[src/rtl/gray_pkg.sv]
// Shared definitions for the Gray-code receive path: step directions,
// queue depth, event layout and the classifier's verdict type.
package gray_pkg;

    // Step direction as carried in the event's direction bit.
    localparam logic DIR_UP   = 1'b1;
    localparam logic DIR_DOWN = 1'b0;

    // Number of events the decoder can hold before it drops new ones.
    localparam int GSD_QUEUE_DEPTH = 2;

    // Event layout is {bin[N-1:0], up}; the direction bit sits at the LSB.
    localparam int GSD_EVT_UP_BIT = 0;

    // Verdict on one synchronised sample compared with the previous one.
    typedef enum logic [1:0] {
        STEP_NONE,
        STEP_UP,
        STEP_DOWN,
        STEP_JUMP
    } step_kind_e;

endpackage

[src/rtl/gray2bin_N.sv]
// Combinational Gray-to-binary converter; inverse of bin2gray_N.
// Each binary bit is the XOR of the Gray bit at that position and every
// Gray bit above it.
module gray2bin_N #(
    parameter int N = 4
) (
    input  logic [N-1:0] gray_i,
    output logic [N-1:0] bin_o
);

    // Ripple the XOR from the MSB down, using a local accumulator.
    always_comb begin
        logic [N-1:0] acc;
        acc        = '0;
        acc[N-1]   = gray_i[N-1];
        for (int i = N - 2; i >= 0; i--) begin
            acc[i] = acc[i+1] ^ gray_i[i];
        end
        bin_o = acc;
    end

endmodule

[src/rtl/gray_step_decoder.sv]
// Receiver for a Gray-coded counter from a foreign clock domain.
// Synchronises the bus, converts it to binary, classifies each change as
// +1, -1 or an illegal jump, and queues legal steps in a 2-entry FIFO.
// N >= 2 and SYNC_STAGES >= 2 are assumed.
module gray_step_decoder
    import gray_pkg::*;
#(
    parameter int N           = 4,
    parameter int SYNC_STAGES = 2
) (
    input  logic         clk,
    input  logic         rst_n,
    input  logic [N-1:0] gray_in,
    output logic [N-1:0] cur_bin,
    output logic         out_valid,
    input  logic         out_ready,
    output logic [N-1:0] out_bin,
    output logic         out_up,
    input  logic         err_clr,
    output logic         err_jump,
    output logic         err_ovf
);

    localparam logic [N-1:0] ONE  = N'(1);
    localparam logic [1:0]   FULL = 2'(GSD_QUEUE_DEPTH);

    // ------------------------------------------------------------------
    // Synchroniser
    // ------------------------------------------------------------------
    logic [N-1:0]           sync_q [SYNC_STAGES];
    logic [N-1:0]           g_s;

    // Plain flop chain into the clk domain.
    // NOTE: every stage is reset; a stale value left in the chain would be
    // classified as a real transition once the block is primed.
    always_ff @(posedge clk or negedge rst_n) begin
        if (!rst_n) begin
            for (int i = 0; i < SYNC_STAGES; i++) sync_q[i] <= '0;
        end else begin
            sync_q[0] <= gray_in;
            for (int i = 1; i < SYNC_STAGES; i++) sync_q[i] <= sync_q[i-1];
        end
    end

    assign g_s = sync_q[SYNC_STAGES-1];

    // ------------------------------------------------------------------
    // Conversion and classification
    // ------------------------------------------------------------------
    logic [N-1:0]           b;
    logic [N-1:0]           g_p_q, g_p_d;
    logic [N-1:0]           bin_p_q, bin_p_d;
    logic                   primed_q, primed_d;
    logic [SYNC_STAGES-1:0] fill_q, fill_d;
    logic [N-1:0]           d;
    logic                   one_bit;
    step_kind_e             kind;

    gray2bin_N #(.N(N)) u_gray2bin (
        .gray_i (g_s),
        .bin_o  (b)
    );

    // Decide what the current synchronised sample means relative to g_p.
    always_comb begin
        d       = g_s ^ g_p_q;
        one_bit = (d != '0) && ((d & (d - ONE)) == '0);
        kind    = STEP_NONE;
        if (primed_q && (d != '0)) begin
            if (one_bit && (b == bin_p_q + ONE))      kind = STEP_UP;
            else if (one_bit && (b == bin_p_q - ONE)) kind = STEP_DOWN;
            else                                      kind = STEP_JUMP;
        end
    end

    // Reference-sample update. fill_q tracks when g_s holds a post-reset
    // sample, so priming keeps reloading until the chain has flushed and a
    // nonzero bus present at reset release is absorbed silently.
    always_comb begin
        // NOTE: defaults first so every path assigns every output and no
        // latch is inferred.
        g_p_d    = g_p_q;
        bin_p_d  = bin_p_q;
        primed_d = primed_q;
        fill_d   = {fill_q[SYNC_STAGES-2:0], 1'b1};
        if (!primed_q) begin
            g_p_d    = g_s;
            bin_p_d  = b;
            primed_d = fill_q[SYNC_STAGES-1];
        end else if (kind != STEP_NONE) begin
            g_p_d    = g_s;
            bin_p_d  = b;
        end
    end

    // ------------------------------------------------------------------
    // Event queue and error flags
    // ------------------------------------------------------------------
    logic [N:0]             ent_q [GSD_QUEUE_DEPTH];
    logic [N:0]             ent_d [GSD_QUEUE_DEPTH];
    logic [1:0]             cnt_q, cnt_d;
    logic [N:0]             new_evt;
    logic                   push, pop, accept, drop;
    logic                   err_jump_q, err_jump_d;
    logic                   err_ovf_q, err_ovf_d;

    assign push    = (kind == STEP_UP) || (kind == STEP_DOWN);
    assign pop     = (cnt_q != 2'd0) && out_ready;
    assign accept  = push && ((cnt_q != FULL) || pop);
    assign drop    = push && (cnt_q == FULL) && !pop;
    assign new_evt = {b, (kind == STEP_UP) ? DIR_UP : DIR_DOWN};

    // FIFO with the head always in entry 0; a pop shifts entry 1 forward.
    always_comb begin
        ent_d = ent_q;
        cnt_d = cnt_q;
        case ({pop, accept})
            2'b10: begin
                ent_d[0] = ent_q[1];
                cnt_d    = cnt_q - 2'd1;
            end
            2'b01: begin
                ent_d[cnt_q[0]] = new_evt;
                cnt_d           = cnt_q + 2'd1;
            end
            2'b11: begin
                if (cnt_q == FULL) begin
                    ent_d[0] = ent_q[1];
                    ent_d[1] = new_evt;
                end else begin
                    ent_d[0] = new_evt;
                end
            end
            default: ;
        endcase
    end

    // Sticky flags: a set condition overrides a simultaneous clear.
    always_comb begin
        err_jump_d = err_jump_q;
        err_ovf_d  = err_ovf_q;
        if (err_clr) begin
            err_jump_d = 1'b0;
            err_ovf_d  = 1'b0;
        end
        if (kind == STEP_JUMP) err_jump_d = 1'b1;
        if (drop)              err_ovf_d  = 1'b1;
    end

    // State register for the reference sample, queue and flags.
    // NOTE: sequential state uses non-blocking assignments so every flop
    // samples the pre-edge values regardless of statement order.
    always_ff @(posedge clk or negedge rst_n) begin
        if (!rst_n) begin
            g_p_q      <= '0;
            bin_p_q    <= '0;
            primed_q   <= 1'b0;
            fill_q     <= '0;
            cnt_q      <= 2'd0;
            err_jump_q <= 1'b0;
            err_ovf_q  <= 1'b0;
            for (int i = 0; i < GSD_QUEUE_DEPTH; i++) ent_q[i] <= '0;
        end else begin
            g_p_q      <= g_p_d;
            bin_p_q    <= bin_p_d;
            primed_q   <= primed_d;
            fill_q     <= fill_d;
            cnt_q      <= cnt_d;
            err_jump_q <= err_jump_d;
            err_ovf_q  <= err_ovf_d;
            for (int i = 0; i < GSD_QUEUE_DEPTH; i++) ent_q[i] <= ent_d[i];
        end
    end

    // All outputs come straight from registers.
    assign cur_bin   = bin_p_q;
    assign out_valid = (cnt_q != 2'd0);
    assign out_bin   = ent_q[0][N:1];
    assign out_up    = ent_q[0][GSD_EVT_UP_BIT];
    assign err_jump  = err_jump_q;
    assign err_ovf   = err_ovf_q;

endmodule

[config.mk]
export PLATFORM = sky130hd
export DESIGN_NAME = gray_step_decoder
export DESIGN_NICKNAME = d
export VERILOG_FILES = /design/src/rtl/gray_pkg.sv /design/src/rtl/gray2bin_N.sv /design/src/rtl/gray_step_decoder.sv
export SDC_FILE = /design/constraint.sdc
export NUM_CORES = 1
export LEC_CHECK = 0
export CAP_MARGIN = 40
export CORE_ASPECT_RATIO = 1.4
export CORE_MARGIN = 3
export CORE_UTILIZATION = 50
export CTS_CLUSTER_SIZE = 12
export DETAILED_ROUTE_END_ITERATION = 7
export PLACE_DENSITY = 0.77
export RECOVER_POWER = 100
export SYNTH_ARGS = -nofsm -noshare
export SYNTH_HDL_FRONTEND = slang
export SYNTH_SLANG_ARGS = --single-unit
[constraint.sdc]
create_clock -name clk -period 8.6 [get_ports clk]
set_input_delay 1.29 -clock clk [delete_from_list [all_inputs] [get_ports clk]]
set_output_delay 1.29 -clock clk [all_outputs]
set_load 0.05 [all_outputs]
==> impl_metrics.yaml <==
flow_run:
  cap_violations: 1
placed_design:
  dp_cells: 209
  port_buffers: 19
  dp_hpwl_mm: 2.17
  routabilityCongestion: 0.908
layout:
  final_cell_mix: "32 x dfrtp_1, 17 x dlygate4sd3_1, 15 x nand2_1"
  area_growth_pct: 15.1
  final_layout_size_suffix_gt1_share_pct: 10.1
  diodes: 0
  final_common_cell: "dfrtp_1"
  nets: 192
  final_cell_count_no_fill: 217
sta:
  finClkSkew_ns: 0.00426
  drv_slew: 33
  setup_viol_count_final: 0
  final_hold_viol_count: 0
  tns_ns: 0
  maxSlewHeadroom_pct: -10.7
  finalCritPeriodShare_pct: 47.0
  tightest_slew_ns: 1.66
  rsz0062_at_grt: "no"
  period_needed_ns: 4.05
  max_freq_ghz: 0.247
  hold_slack_ns: 0.348
global_routing:
  grt_pass1_vias: 1113
  grt_max_degree: 33
  globalRoute.totalOverflow: 0
  antenna_found_initial: 0
  globalRouteTotalUtil_pct: 17.2
  grt_first_pass_wirelength_mm: 5.03
yosys:
  syn_nets: 181
  synth.avg_cell_area_um2: 10.2
  synth_area_um2: 1690
  synth_edf_count: 0
  ys_ff_latch: 32
  async_flop_share_pct: 100
  synth_cells: 166
  ys_types: 38
  seq_area_frac_synth_pct: 47.4
  ys.flop_type: "dfrtp_1"
  yosys_warnings: 0
clock_network:
  cts.clk_slew.worst_paths_ns: 0.06
  clkSinkCount: 32
  cts.htree.levels: 2
  cts_tree: "yes"
  clkLatencyLatePin_ns: 0.28
  cts_hold_buf: 0
  post_cts_buffers: 0
  cts_buffers: 5
  cts-resized-gates: 0
  cts_root_buf: "clkbuf_8"
  clock_path_buffers: 2
drt:
  drt_iter0_drc: 15
  wl_per_cell_um: 13.5
  ant_nets: 0
  top_layer: "met4"
  firstDrtPassIters: 4
  vias: 1158
  wl_mm: 2.92
  drc: 0
  wl_met3_um: 166
  wl_met1_mm: 1.27
  dr_wl_met2_mm: 1.42
  via_per_inst: 5.34
floorplan:
  io_pins: 20
  die_w_um: 55.1
  fp.coreArea_um2: 3180
  rows: 24
  initial_core_util_pct: 53.1
  die_h_um: 74.8
  dieArea_um2: 4120
pwr:
  leakagePower_nw: 0.819
  power_density_nw_per_um2: 292
  vdd_drop_max_mv: 0.177
critical_path:
  r2r-start: "g_s[3]$_DFF_PN0_"
  crit_fanout: 11
  worstPathRequired_ns: 8.77
  critical_path_class: "flip-flop to flip-flop"
  arrival_ns: 4.22
  critPathCaptureType: "flip-flop"
  cp-start-kind: "flip-flop"
  cp-startpoint: "g_s[3]$_DFF_PN0_"
hold_path:
  hold_start: "sync_q[4]$_DFF_PN0_"
  min_path_type: "flip-flop to flip-flop"
run_status:
  outcome: "complete, but fails checks"
  violations: "capacitance limit, slew limit"
-- stage by stage --
stage | total power, mW | utilization (%) | setup WS, ns | instance area (um^2)
2_1_floorplan | 0.407 | - | 4.93 | 1690
3_3_place_gp | 0.457 | 58.3 | 4.63 | 1860
3_5_place_dp | 0.463 | 58.3 | 4.58 | 1860
4_1_cts | 0.582 | 61.2 | 4.56 | 1950
5_1_grt | 0.606 | 61.1 | 4.27 | 1950
6_report | 0.568 | 61.1 | 4.55 | 1950
-- worst paths after layout --
kind	cells past startpoint	slack, ns	endpoint
worst min-delay path	0	0.35	g_s[0]$_DFF_PN0_
worst min register to register	0	0.35	g_s[0]$_DFF_PN0_
min in group asynchronous	2	1.97	cur_bin[0]$_DFFE_PN0P_
worst max-delay path	9	4.55	ent_q[2]$_DFFE_PN0P_
max in group asynchronous	2	5.66	out_bin[1]$_DFFE_PN0P_
worst max register to register	9	4.55	ent_q[2]$_DFFE_PN0P_
-- cell type report --
cell class	count	area, um^2
multi-input cells	112	787
inverters	6	22.5
well taps	39	48.8
clock buffers	6	82.6
repair buffers	20	194
clock inverters	2	10.0
flip-flops and latches	32	801
fillers	290	1240
-- routing by layer --
| layer | track usage (%) | up-vias |
|---|---|---|
| li1 | - | 578 |
| met1 | 22.2 | 539 |
| met2 | 25.7 | 34 |
| met3 | 4.36 | 7 |
| met4 | 10.5 | 0 |
| met5 | 0 | - |
-- state kept, by name (all words and copies together) (netlist names) --
signal and count:
g_s 4, out_bin 4, g_p_q 4, err_ovf 1, ent_q 5, primed_q 1, cur_bin 3, out_up 1
cnt_q 2, fill_q 2, err_jump 1, sync_q 4
-- cell families (layout without fill, tap and decap cells) --
family	after synthesis	count (layout)	share of synthesized area [%]
AO/OA/AOI/OAI	36	36	14.1
multiplexers	7	7	4.51
flip-flops	32	32	47.4
XOR/XNOR	16	16	9.70
other	1	1	0.222
AND/OR/NAND/NOR	45	45	12.8
buffers and inverters	22	34	6.07
adder cells (fa/ha/maj)	7	7	5.18
-- where the power goes --
part	internal, mW	switching, mW	leakage [nW]	total [mW]
clock network	0.0637	0.0526	0.0510	0.116
registers	0.186	0.0375	0.375	0.224
logic	0.0885	0.139	0.393	0.228
-- synthesized netlist by cell type, drive strengths merged (4+ instances only) --
cell,count,area [um^2]
dfrtp,32,801
nand2,15,56.3
a21oi,12,60.1
clkbuf,10,37.5
nor2,8,30.0
xor2,8,77.6
ha,7,87.6
xnor2,7,61.3
buf,6,42.5
inv,6,22.5
nor2b,6,37.5
o21ai,6,30.0
mux2,5,56.3
nand3,4,20.0
nor3,4,20.0
or2,4,25.0
-- critical path, cell delays in order (launching register included) --
cell and delay [ns]:
dfrtp_1 0.51, xnor2_1 0.55, xnor2_1 0.22, o221ai_1 0.15, a311o_1 0.37, o311a_1 0.33
ha_1 0.33, nor2b_1 0.46, mux2i_1 0.61, mux2_2 0.40
(Power assumes the default switching activity.)
